## config.mk

```make
export PLATFORM = sky130hd
export DESIGN_NAME = mult_share_arbiter
export DESIGN_NICKNAME = d
export VERILOG_FILES = /design/src/rtl/mult_share_arbiter_pkg.sv /design/src/rtl/mult_share_arbiter_rr_arbiter.sv /design/src/rtl/multu8.sv /design/src/rtl/mult_share_arbiter.sv
export SDC_FILE = /design/constraint.sdc
export NUM_CORES = 1
export LEC_CHECK = 0
export ABC_CLOCK_PERIOD_IN_PS = 4870
export CAP_MARGIN = 20
export CORE_MARGIN = 10
export CORE_UTILIZATION = 39
export CTS_CLUSTER_DIAMETER = 120
export DETAILED_ROUTE_END_ITERATION = 7
export PLACE_DENSITY = 0.75
export SLEW_MARGIN = 20
export SYNTH_ARGS = -nofsm -noshare
export SYNTH_HDL_FRONTEND = slang
export SYNTH_SLANG_ARGS = --single-unit
```

## constraint.sdc

```tcl
create_clock -name clk -period 4.87 [get_ports clk]
set_input_delay 0.487 -clock clk [delete_from_list [all_inputs] [get_ports clk]]
set_output_delay 0.487 -clock clk [all_outputs]
set_load 0.01 [all_outputs]
```

## src/rtl/mult_share_arbiter_pkg.sv

```systemverilog
// Shared constants and types for the multu8 sharing arbiter.
package mult_share_pkg;

    localparam int unsigned DATA_W = 8;

    // Output buffer occupancy
    typedef enum logic {
        EMPTY = 1'b0,
        FULL  = 1'b1
    } buf_state_e;

    // Ceiling log2; returns 0 for v <= 1
    function automatic int unsigned clog2(input int unsigned v);
        int unsigned r;
        r = 0;
        for (int i = 0; i < 32; i++) begin
            if ((32'd1 << i) < v) begin
                r = i + 1;
            end
        end
        return r;
    endfunction

endpackage

```

## src/rtl/mult_share_arbiter_rr_arbiter.sv

```systemverilog
// Round-robin arbiter with an optional burst lock.
// Build option: MULT_SHARE_LOCK_EN enables the lock logic; otherwise
// req_lock_i is ignored and the arbiter is pure round-robin.
module rr_arbiter
    import mult_share_pkg::*;
#(
    parameter int unsigned NUM_REQ  = 4,
    parameter int unsigned ID_W     = 2,
    parameter int unsigned LOCK_MAX = 4
) (
    input  logic                clk,
    input  logic                rst_n,
    input  logic [NUM_REQ-1:0]  req_valid_i,
    input  logic [NUM_REQ-1:0]  req_lock_i,
    input  logic                can_accept_i,
    output logic [NUM_REQ-1:0]  gnt_o,
    output logic [ID_W-1:0]     gnt_idx_o,
    output logic                gnt_vld_o
);

    logic [ID_W-1:0] ptr_q, ptr_d;
    logic [ID_W-1:0] rr_idx;
    logic            rr_found;
    logic [ID_W-1:0] sel_idx;
    logic            sel_found;

    // Circular priority search starting at the pointer
    always_comb begin
        int j;
        rr_found = 1'b0;
        rr_idx   = '0;
        j        = 0;
        for (int k = 0; k < int'(NUM_REQ); k++) begin
            j = int'(ptr_q) + k;
            if (j >= int'(NUM_REQ)) begin
                j = j - int'(NUM_REQ);
            end
            if (!rr_found && req_valid_i[ID_W'(j)]) begin
                rr_found = 1'b1;
                rr_idx   = ID_W'(j);
            end
        end
    end

`ifdef MULT_SHARE_LOCK_EN
    localparam int unsigned CNT_W = clog2(LOCK_MAX) + 1;

    logic             lock_vld_q, lock_vld_d;
    logic [ID_W-1:0]  owner_q, owner_d;
    logic [CNT_W-1:0] cnt_q, cnt_d;
    logic             lock_hold;

    // The owner keeps priority only while it still asks for the lock
    assign lock_hold = lock_vld_q & req_valid_i[owner_q] & req_lock_i[owner_q];

    // Locked owner overrides the round-robin winner
    always_comb begin
        if (lock_hold) begin
            sel_found = 1'b1;
            sel_idx   = owner_q;
        end else begin
            sel_found = rr_found;
            sel_idx   = rr_idx;
        end
    end

    // Lock bookkeeping: load on a locking grant, count down on locked grants,
    // release on exhaustion or when the owner lets go; stalls leave it alone
    always_comb begin
        lock_vld_d = lock_vld_q;
        owner_d    = owner_q;
        cnt_d      = cnt_q;
        if (gnt_vld_o) begin
            if (lock_hold) begin
                cnt_d      = cnt_q - CNT_W'(1);
                lock_vld_d = (cnt_q != CNT_W'(1));
            end else if (req_lock_i[sel_idx]) begin
                owner_d    = sel_idx;
                cnt_d      = CNT_W'(LOCK_MAX - 1);
                lock_vld_d = (LOCK_MAX > 1);
            end else begin
                lock_vld_d = 1'b0;
            end
        end else if (!lock_hold) begin
            lock_vld_d = 1'b0;
        end
    end

    // Lock state registers
    always_ff @(posedge clk or negedge rst_n) begin
        if (!rst_n) begin
            lock_vld_q <= 1'b0;
            owner_q    <= '0;
            cnt_q      <= '0;
        end else begin
            lock_vld_q <= lock_vld_d;
            owner_q    <= owner_d;
            cnt_q      <= cnt_d;
        end
    end
`else
    logic unused_lock;
    assign unused_lock = (^req_lock_i) ^ (LOCK_MAX != 0);

    // Pure round-robin selection
    always_comb begin
        sel_found = rr_found;
        sel_idx   = rr_idx;
    end
`endif

    // One-hot grant, only when the output buffer can take a result
    always_comb begin
        gnt_o     = '0;
        gnt_vld_o = sel_found & can_accept_i;
        gnt_idx_o = sel_idx;
        if (gnt_vld_o) begin
            gnt_o[sel_idx] = 1'b1;
        end
    end

    // Pointer moves past the winner on a grant, holds otherwise
    always_comb begin
        ptr_d = ptr_q;
        if (gnt_vld_o) begin
            if (sel_idx == ID_W'(NUM_REQ - 1)) begin
                ptr_d = '0;
            end else begin
                ptr_d = sel_idx + ID_W'(1);
            end
        end
    end

    // Pointer register
    always_ff @(posedge clk or negedge rst_n) begin
        if (!rst_n) begin
            ptr_q <= '0;
        end else begin
            ptr_q <= ptr_d;
        end
    end

endmodule

```

## src/rtl/multu8.sv

```systemverilog
// 8-bit unsigned multiplier, product truncated to 8 bits.
module multu8 (
    input  logic [7:0] a,
    input  logic [7:0] b,
    output logic [7:0] out
);

    assign out = a * b;

endmodule

```

## src/rtl/mult_share_arbiter.sv

```systemverilog
// Shares one multu8 among NUM_REQ valid/ready requesters and returns the
// product with the requester id through a one-entry output buffer.
// Build option: MULT_SHARE_LOCK_EN enables burst locking in rr_arbiter.
//
// Output buffer states:
//   state | meaning
//   EMPTY | no result held; any valid request can be accepted
//   FULL  | result held on rsp_*; accept only if it drains this cycle
module mult_share_arbiter
    import mult_share_pkg::*;
#(
    parameter int unsigned NUM_REQ  = 4,
    parameter int unsigned ID_W     = 2,
    parameter int unsigned LOCK_MAX = 4
) (
    input  logic                        clk,
    input  logic                        rst_n,
    input  logic [NUM_REQ-1:0]          req_valid,
    output logic [NUM_REQ-1:0]          req_ready,
    input  logic [NUM_REQ*DATA_W-1:0]   req_a,
    input  logic [NUM_REQ*DATA_W-1:0]   req_b,
    input  logic [NUM_REQ-1:0]          req_lock,
    output logic                        rsp_valid,
    input  logic                        rsp_ready,
    output logic [ID_W-1:0]             rsp_id,
    output logic [DATA_W-1:0]           rsp_data
);

    buf_state_e          state_q, state_d;
    logic                can_accept;
    logic [NUM_REQ-1:0]  gnt;
    logic [ID_W-1:0]     gnt_idx;
    logic                gnt_vld;
    logic [DATA_W-1:0]   mul_a, mul_b, mul_out;
    logic [DATA_W-1:0]   rsp_data_q, rsp_data_d;
    logic [ID_W-1:0]     rsp_id_q, rsp_id_d;

    rr_arbiter #(
        .NUM_REQ  (NUM_REQ),
        .ID_W     (ID_W),
        .LOCK_MAX (LOCK_MAX)
    ) u_arb (
        .clk          (clk),
        .rst_n        (rst_n),
        .req_valid_i  (req_valid),
        .req_lock_i   (req_lock),
        .can_accept_i (can_accept),
        .gnt_o        (gnt),
        .gnt_idx_o    (gnt_idx),
        .gnt_vld_o    (gnt_vld)
    );

    assign req_ready = gnt;

    // One-hot AND-OR mux of the granted operands
    always_comb begin
        mul_a = '0;
        mul_b = '0;
        for (int i = 0; i < int'(NUM_REQ); i++) begin
            if (gnt[i]) begin
                mul_a = mul_a | req_a[i*DATA_W +: DATA_W];
                mul_b = mul_b | req_b[i*DATA_W +: DATA_W];
            end
        end
    end

    multu8 u_mul (
        .a   (mul_a),
        .b   (mul_b),
        .out (mul_out)
    );

    // Buffer state register
    always_ff @(posedge clk or negedge rst_n) begin
        if (!rst_n) begin
            state_q <= EMPTY;
        end else begin
            state_q <= state_d;
        end
    end

    // Buffer next state; a grant while full overwrites the drained entry
    always_comb begin
        state_d = state_q;
        case (state_q)
            EMPTY: begin
                if (gnt_vld) begin
                    state_d = FULL;
                end
            end
            FULL: begin
                if (gnt_vld) begin
                    state_d = FULL;
                end else if (rsp_ready) begin
                    state_d = EMPTY;
                end
            end
            default: state_d = EMPTY;
        endcase
    end

    // Buffer outputs; rst_n gating keeps req_ready low while in reset
    always_comb begin
        rsp_valid  = (state_q == FULL);
        can_accept = rst_n & ((state_q == EMPTY) | rsp_ready);
    end

    // Result capture on the grant edge
    always_comb begin
        rsp_data_d = rsp_data_q;
        rsp_id_d   = rsp_id_q;
        if (gnt_vld) begin
            rsp_data_d = mul_out;
            rsp_id_d   = gnt_idx;
        end
    end

    // Result registers
    always_ff @(posedge clk or negedge rst_n) begin
        if (!rst_n) begin
            rsp_data_q <= '0;
            rsp_id_q   <= '0;
        end else begin
            rsp_data_q <= rsp_data_d;
            rsp_id_q   <= rsp_id_d;
        end
    end

    assign rsp_data = rsp_data_q;
    assign rsp_id   = rsp_id_q;

endmodule

```

==> impl_summary.txt, run 1 <==
----------------------------------------------------
[Synth]
  Yosys reg bits ... 13
  Dominant register cell in the synthesized netlist ... sky130_fd_sc_hd__dfrtp_1
  Proportion of synthesized flip-flops having asynchronous set or reset ... 1.000
  Mapped cell area ... about 2000 sq um
  Total of warnings raised by yosys ... 0
  Sequential area share after synthesis ... 0.1616
  Synthesized instance count ... 242
  Average cell area after synthesis ... ~8.3 sq um
  Yosys cell types ... 42
  Number of synthesized flops with an enable pin ... 0
  Synthesized netlist net count ... 349

[STA]
  Hold Fails Final Rpt ... 0
  Finish-stage setup viols ... 1
  Sum of negative setup slack ... -0.1901 ns
  Time the final worst path needs with I/O delays and setup ... 5.060 ns
  Fin crit share ... 1.039
  Unrepaired setup endpoints after global routing ... true
  Max transition margin ... 0.7094
  Final Max Slew Viols ... 0
  Transition time at the pin with the least slew margin ... 0.4359 ns
  Highest clock frequency the design can meet ... between 0.15 and 0.2 GHz
  Post-Route Hold Slack ... 0.4832 ns
  Fin worst setup slack ... -0.1901 ns
  Clock Skews ... 0.003731 ns

[Placed design]
  Global placement routability congestion ... roughly 0.96
  IO Port Bufs ... 85
  HPWL after detailed placement ... between 6 and 7 mm
  Instance count after placement with tap cells included ... 437

[Layout]
  Fraction of layout cells with a size suffix above 1 ... 0.3529
  Number of antenna cells inserted ... 0
  Layout filler cell count ... 369
  Synth-to-Final Area Change ... 90.43%
  Final standard cell utilization of the core ... 0.7603
  Final net count ... 499
  Number of cells in the finished layout apart from fillers ... 461

[Critical path]
  R2R Setup Slk ... -0.19 ns
  Crit. End Element ... flop
  Worst setup path startpoint ... u_arb.ptr_q[1]
  Category of the worst setup path launch point ... flop
  Slowest library cell on the worst path ... sky130_fd_sc_hd__fa_1
  R2R Path Start ... u_arb.ptr_q[1]
  Cell chain of the critical path ... mux2i_4 -> a211oi_4 -> buf_4 -> ha_4 -> buf_6 -> a22o_4 -> o2111ai_4 -> or2_4 -> fa_2 -> fa_1 -> inv_1 -> ha_1 -> inv_2 -> fa_1 -> inv_2 -> ha_4 -> a21o_1 -> a21oi_2 -> xnor2_1 -> xnor2_1 -> xnor3_1 -> o21ai_1
  Capture point of the critical path ... rsp_data[7]
  R2r worst-path depth ... 22
  Reg-to-reg endpoint ... rsp_data[7]
  Data arrival time of the worst path ... 5.23 ns
  CP Data Required Time ... 5.04 ns
  Worst-path fanout max ... 5
  Peak per-stage delay on the critical path ... ~0.53 ns
  Type of the worst setup path ... reg -> reg

[Die]
  Die outline width ... ~90 um
  Starting density of the core ... 0.3993
  Core area ... between 5000 and 6000 sq um
  Number of rows in the core area ... 26
  Die Outline Area ... 8436 sq um
  Top Ports ... 90
  Overall die height ... about 92 um

[GRT]
  GR Overflow Total ... 0
  First-pass GRT wire length ... 12.32 mm
  Total Routing Usage GR ... 0.1763
  Pin count of the biggest net entering global routing ... 19
  Initial antenna violation count ... 0
  Number of global-route vias before repair ... 2348

[CTS]
  Clock edge transition at the registers on the reported setup and hold paths ... 0.05 ns
  Depth of the CTS H-tree ... 1
  Clock Tree Buf Depth ... 2
  Clock sink total ... 13
  Clock latency reported for the late side of the worst-skew pair ... 0.24 ns
  Inserted Clock Buffers ... 3
  CTS tree ... done
  Cell at the root of the clock tree ... sky130_fd_sc_hd__clkbuf_8
  Hold buffers post-CTS ... 0

[Route]
  DR vias/cell ... just under 5
  Met1 Routed Length ... approximately 3.2 mm
  Top metal layer carrying routed signals ... met4
  Total iterations of the first detailed-routing run ... 4
  Vias after detailed routing ... 2289
  Post-Route WL ... 7.815 mm
  Met2 WL post-DR ... 4.025 mm
  First-iteration detailed-routing DRC count ... ~100
  Count of antenna-violating nets left after detailed routing ... 0
  Routed length per placed instance ... ~17 um
  Total met3 wirelength after detailed routing ... 460 um
  DRC violations left ... 0

[Power and ir drop]
  PwrDens ... 342.2 nW/um^2
  Internal power ... 778.5 uW
  Switching part of the total power ... 0.4065
  Combinational group share of total power ... 0.799
  Leakage power figure ... 1.634 nW
  Maximum VDD drop ... 315.9 uV
  Switching component of the power ... approximately 530 uW
  Share of total power in sequential cells ... 0.130
  Fraction of power consumed by the clock network ... 0.072

[Min path]
  Min-delay worst type ... reg -> reg

[Flow run]
  Max-cap viol count ... 0

[Outcome]
  Result of the run ... finished, violations left
  Violated checks ... setup timing

----------------------------------------------------
## layout by cell type, fill, tap and decap left out, types with 4 or more instances in the layout
cell type,synthesis,routed
sky130_fd_sc_hd__ha_4,0,7
sky130_fd_sc_hd__inv_1,29,22
sky130_fd_sc_hd__nand2_1,47,44
sky130_fd_sc_hd__xnor2_1,10,10
sky130_fd_sc_hd__clkdlybuf4s50_1,0,81
sky130_fd_sc_hd__a22oi_1,24,15
sky130_fd_sc_hd__a22oi_2,0,9
sky130_fd_sc_hd__nor2_1,16,15
sky130_fd_sc_hd__inv_2,1,7
sky130_fd_sc_hd__and2_1,4,4
sky130_fd_sc_hd__a22o_1,6,4
sky130_fd_sc_hd__nand3_1,4,4
sky130_fd_sc_hd__nand2_2,1,4
sky130_fd_sc_hd__ha_1,20,13
sky130_fd_sc_hd__dfrtp_1,13,12
sky130_fd_sc_hd__buf_4,5,62
sky130_fd_sc_hd__buf_12,0,4
sky130_fd_sc_hd__fa_1,12,10
sky130_fd_sc_hd__o21ai_0,7,4
sky130_fd_sc_hd__or2_4,0,4
sky130_fd_sc_hd__buf_6,0,4
## power groups by stage
stage | sequential (mW) | clock, mW | combinational, mW
floorplan | 0.176 | 0 | 0.456
CTS | 0.167 | 0.0974 | 0.986
finish | 0.170 | 0.0941 | 1.05
global route | 0.175 | 0.102 | 1.13
global placement | 0.164 | 0 | 0.831
detailed placement | 0.167 | 0 | 0.848
## worst max-delay path, delay by kind of cell (launching register included)
family / cells / cell delay, ns
AOI/OAI and AO/OA: 6 / 0.98
xor gates and xnor gates: 3 / 0.53
adders and majority gates: 6 / 2.07
buffers and inverters: 5 / 0.42
DFF: 1 / 0.46
muxes: 1 / 0.22
and+or+nand+nor: 1 / 0.30
## state kept, by name, summed over array words and instances, names as in the netlist
name,cells
rsp_valid,1
rsp_id,2
u_arb.ptr_q,2
rsp_data,8
## metal layers
layer / track usage / vias to the layer above
li1: - / 1129
met1: 0.2175 / 1079
met2: 0.3135 / 66
met3: 0.03423 / 15
met4: 0.02828 / 0
met5: 0 / -
## worst min path at each step
stage                startpoint          end  depth (start not counted)
floorplan                 rst_n  rsp_data[0]                          0
global placement    rsp_data[3]  rsp_data[3]                          2
detailed placement    rsp_id[1]    rsp_id[1]                          2
CTS                   rsp_id[1]    rsp_id[1]                          2
global route          rsp_id[1]    rsp_id[1]                          2
finish              rsp_data[1]  rsp_data[1]                          2
## cell usage after synthesis, types with 3 or more instances
library cell              count  area, sq um
sky130_fd_sc_hd__nand2_1     47        176.4
sky130_fd_sc_hd__inv_1       29        108.9
sky130_fd_sc_hd__a22oi_1     24        180.2
sky130_fd_sc_hd__ha_1        20        250.2
sky130_fd_sc_hd__nor2_1      16        60.06
sky130_fd_sc_hd__dfrtp_1     13        325.3
sky130_fd_sc_hd__fa_1        12        240.2
sky130_fd_sc_hd__xnor2_1     10        87.58
sky130_fd_sc_hd__o21ai_0      7        35.03
sky130_fd_sc_hd__a22o_1       6        52.55
sky130_fd_sc_hd__buf_4        5        37.54
sky130_fd_sc_hd__a21oi_1      4        20.02
sky130_fd_sc_hd__and2_1       4        25.02
sky130_fd_sc_hd__nand3_1      4        20.02
sky130_fd_sc_hd__or2_2        4        25.02
sky130_fd_sc_hd__xor2_1       4        35.03
sky130_fd_sc_hd__buf_2        3        15.01
## what timing repair did
action | in CTS | in global routing
setup endpoints to repair | 3 | 2
resized for setup | 42 | 19
pin swaps | 27 | 7
hold endpoints to repair | 0 | 0
buffers inserted | 18 | 2
## cell families (layout without fill, tap and decap cells)
logic type | after synthesis | after routing | share of synthesized area
adder cells (fa/ha/maj) | 32 | 32 | 0.2436
XOR/XNOR | 15 | 15 | 0.07209
flip-flops | 13 | 13 | 0.1616
AO/OA/AOI/OAI | 57 | 57 | 0.2399
buffers and inverters | 40 | 189 | 0.08576
multiplexers | 1 | 1 | 0.004972
AND/OR/NAND/NOR | 84 | 84 | 0.1920
## area by class of cell
| type | instances | area (sq um) | share of cell area |
|---|---|---|---|
| clock buffers | 4 | 45.04 | 0.01175 |
| inverters | 30 | 115.1 | 0.03003 |
| flip-flops and latches | 13 | 326.6 | 0.08518 |
| well taps | 70 | 87.58 | 0.02285 |
| repair buffers | 155 | 1426 | 0.3721 |
| multi-input cells | 189 | 1833 | 0.4781 |
## through the flow
| step | total power, mW | cell area, sq um | setup slack, ns |
|---|---|---|---|
| 2_1_floorplan | 0.6316 | 2160 | -0.0001275 |
| 3_3_place_gp | 0.9949 | 3430 | -0.7405 |
| 3_5_place_dp | 1.015 | 3430 | -0.8472 |
| 4_1_cts | 1.250 | 3734 | -0.1805 |
| 5_1_grt | 1.411 | 3834 | -0.4651 |
| 6_report | 1.312 | 3834 | -0.1901 |
Power figures use the tool's default switching activity.
==> run 2, diff against run 1 <==
--- a/config.mk
+++ b/config.mk
@@ -5,13 +5,13 @@
 export SDC_FILE = /design/constraint.sdc
 export NUM_CORES = 1
 export LEC_CHECK = 0
-export ABC_CLOCK_PERIOD_IN_PS = 4870
+export ABC_CLOCK_PERIOD_IN_PS = 6300
 export CAP_MARGIN = 20
 export CORE_MARGIN = 10
-export CORE_UTILIZATION = 39
+export CORE_UTILIZATION = 46
 export CTS_CLUSTER_DIAMETER = 120
 export DETAILED_ROUTE_END_ITERATION = 7
-export PLACE_DENSITY = 0.75
+export PLACE_DENSITY = 0.83
 export SLEW_MARGIN = 20
 export SYNTH_ARGS = -nofsm -noshare
 export SYNTH_HDL_FRONTEND = slang
==> constraint.sdc (replaced) <==
create_clock -name clk -period 6.3 [get_ports clk]
set_input_delay 0.63 -clock clk [delete_from_list [all_inputs] [get_ports clk]]
set_output_delay 0.63 -clock clk [all_outputs]
set_load 0.01 [all_outputs]
==> run 2 against run 1 <==
  * The run now ends clean
  * Clock power is 21% lower
  * Combinational power down 45%
  * Setup slack better by 0.57 ns
  * Wire length decreased by 12%
  * Clock-buffer cell count shrank 1
  * First-iteration DRC count shrank 20%
  * Largest cell class unchanged
==> impl_summary.txt, run 2 (synthesized netlist as in run 1, its figures left out) <==
----------------------------------------------------
[CTS]
  Clock latency reported for the late side of the worst-skew pair ... 0.25 ns
  Hold buffers post-CTS ... 0
  Clock sink total ... 13
  Inserted Clock Buffers ... 3
  Clock Tree Buf Depth ... 2
  Cell at the root of the clock tree ... sky130_fd_sc_hd__clkbuf_8
  Clock edge transition at the registers on the reported setup and hold paths ... about 0.05 ns
  CTS tree ... done
  Depth of the CTS H-tree ... 1

[STA]
  Final Max Slew Viols ... 0
  Time the final worst path needs with I/O delays and setup ... 5.918 ns
  Fin crit share ... 0.9394
  Sum of negative setup slack ... 0 ns
  Clock Skews ... slightly above 0.005 ns
  Max transition margin ... 0.5909
  Highest clock frequency the design can meet ... 0.1690 GHz
  Unrepaired setup endpoints after global routing ... false
  Finish-stage setup viols ... 0
  Hold Fails Final Rpt ... 0
  Transition time at the pin with the least slew margin ... 0.6124 ns

[Critical path]
  Slowest library cell on the worst path ... sky130_fd_sc_hd__fa_1
  CP Data Required Time ... 6.46 ns
  R2R Path Start ... u_arb.ptr_q[1]
  Type of the worst setup path ... in -> reg
  Peak per-stage delay on the critical path ... 0.57 ns
  Reg-to-reg endpoint ... rsp_data[7]
  R2R Setup Slk ... 0.84 ns
  R2r worst-path depth ... 23
  Crit. End Element ... flop
  Data arrival time of the worst path ... around 6.1 ns
  Category of the worst setup path launch point ... input pin
  Cell chain of the critical path ... clkdlybuf4s50_1 -> buf_4 -> a21oi_1 -> a211oi_1 -> buf_4 -> inv_1 -> ha_1 -> buf_4 -> a22o_1 -> o2111ai_4 -> buf_4 -> nor2_1 -> fa_1 -> inv_1 -> fa_1 -> fa_1 -> fa_1 -> inv_1 -> ha_1 -> a21oi_2 -> xnor2_1 -> xnor2_1 -> xnor3_1 -> o21ai_1
  Worst-path fanout max ... 4

[Power and ir drop]
  Maximum VDD drop ... 227.0 uV
  Leakage power figure ... about 1.4 nW
  PwrDens ... roughly 240 nW/um^2

[Layout]
  Highest-count cells in the layout ignoring fill and taps ... sky130_fd_sc_hd__clkdlybuf4s50_1, sky130_fd_sc_hd__nand2_1, sky130_fd_sc_hd__buf_4
  Final standard cell utilization of the core ... 0.7799
  Layout filler cell count ... slightly above 300
  Synth-to-Final Area Change ... 59.42%
  Final net count ... 468
  Fraction of layout cells with a size suffix above 1 ... 0.1694
  Flip-flop count of the largest register, all copies and words added ... 8
  Number of antenna cells inserted ... 0
  Number of cells in the finished layout apart from fillers ... 410
  Most common cell after layout, fill and taps aside ... sky130_fd_sc_hd__clkdlybuf4s50_1

[Die]
  Top Ports ... 90
  Number of rows in the core area ... 23
  Starting density of the core ... 0.4892
  Overall die height ... 86.16 um
  Die Outline Area ... 7423 sq um
  Core area ... 4115 sq um
  Die outline width ... 86.16 um

[Route]
  DRC violations left ... 0
  DR vias/cell ... 5.268
  First-iteration detailed-routing DRC count ... 83
  Routed length per placed instance ... 16.84 um
  Vias after detailed routing ... 2160
  Post-Route WL ... 6.906 mm
  Count of antenna-violating nets left after detailed routing ... 0
  Total iterations of the first detailed-routing run ... 4

[GRT]
  Pin count of the biggest net entering global routing ... 20
  First-pass GRT wire length ... 11.34 mm
  Initial antenna violation count ... 0
  Total Routing Usage GR ... 0.1861
  Number of global-route vias before repair ... about 2300
  GR Overflow Total ... 0

[Flow run]
  Max-cap viol count ... 0

[Placed design]
  IO Port Bufs ... 85
  Global placement routability congestion ... 0.9301
  Instance count after placement with tap cells included ... 406
  HPWL after detailed placement ... ~6 mm

[Min path]
  Startpoint of the tightest hold check path ... rsp_data[3]
  Hold Path Depth ... 2
  Hold Path Sink ... rsp_data[3]
  Min-delay worst type ... reg -> reg

[Outcome]
  Result of the run ... finished clean

----------------------------------------------------
run 2: cell types whose count changed in the layout (fill, tap and decap cells not counted), sizes merged:
cell / delta
buf: -33
clkdlybuf4s50: +4
clkbuf: -2
clkdlybuf4s15: -1
clkinv: +1
run 2: critical path, delay by kind of cell:
kind | cells | cell delay [ns]
compound gates | 6 | 1.10
xor+xnor | 3 | 0.57
fa+ha+maj | 6 | 2.42
buf+inv | 8 | 1.34
simple gates | 1 | 0.05
run 2: power by group:
| group | total [mW] | switching, mW | leakage, nW | internal [mW] |
|---|---|---|---|---|
| registers | 0.128 | 0.0186 | 0.168 | 0.110 |
| clock network | 0.0746 | 0.0309 | 0.0255 | 0.0437 |
| logic | 0.573 | 0.273 | 1.25 | 0.300 |
run 2: final cells by class:
| class | instances | area (sq um) | area share |
|---|---|---|---|
| Clock buffer | 3 | 41.29 | 0.01287 |
| Clock inverter | 1 | 5.005 | 0.001559 |
| Multi-Input combinational cell | 189 | 1519 | 0.4733 |
| Inverter | 30 | 112.6 | 0.03509 |
| Tap cell | 50 | 62.56 | 0.01949 |
| Timing Repair Buffer | 124 | 1144 | 0.3563 |
| Sequential cell | 13 | 325.3 | 0.1014 |
run 2: routing by layer:
metal / global-route usage / wire (um)
met2: 0.3313 / 3351
met4: 0.05090 / 129
met5: 0 / 0
met1: 0.2124 / 2832
met3: 0.04825 / 592
run 2: per-stage QoR:
step	instance area [sq um]	hold slack (ns)	setup WS [ns]	total power, mW
after global routing	3209	0.4902	0.09747	0.8482
after floorplan	2013	0.3344	0.6448	0.4373
final	3209	0.4847	0.3819	0.7764
after detailed placement	3159	0.4711	-0.1176	0.6983
after CTS	3206	0.4795	0.1205	0.7803
after global placement	3159	0.4581	0.01768	0.6867
run 2: worst max-delay path by stage:
| stage | cells past startpoint | slack, ns | from | to |
|---|---|---|---|---|
| after detailed placement | 24 | -0.12 | req_valid[1] | rsp_data[7] |
| after CTS | 24 | 0.12 | req_valid[1] | rsp_data[7] |
| after global placement | 24 | 0.02 | req_valid[1] | rsp_data[7] |
| final | 24 | 0.38 | req_valid[1] | rsp_data[7] |
| after global routing | 25 | 0.1 | req_valid[1] | rsp_data[7] |
| after floorplan | 25 | 0.64 | req_valid[0] | rsp_data[7] |
run 2: repair_timing:
item,4_1_cts,5_1_grt
endpoints found under the setup margin,0,1
buffers inserted,0,0
gates resized for setup,0,2
==> run 3, diff against run 2 <==
--- a/config.mk
+++ b/config.mk
@@ -5,8 +5,6 @@
 export SDC_FILE = /design/constraint.sdc
 export NUM_CORES = 1
 export LEC_CHECK = 0
-export ABC_CLOCK_PERIOD_IN_PS = 6300
-export CAP_MARGIN = 20
 export CORE_MARGIN = 10
 export CORE_UTILIZATION = 46
 export CTS_CLUSTER_DIAMETER = 120
==> results of run 3 <==
No change in the layout: final DEF, timing and power equal those of run 2.
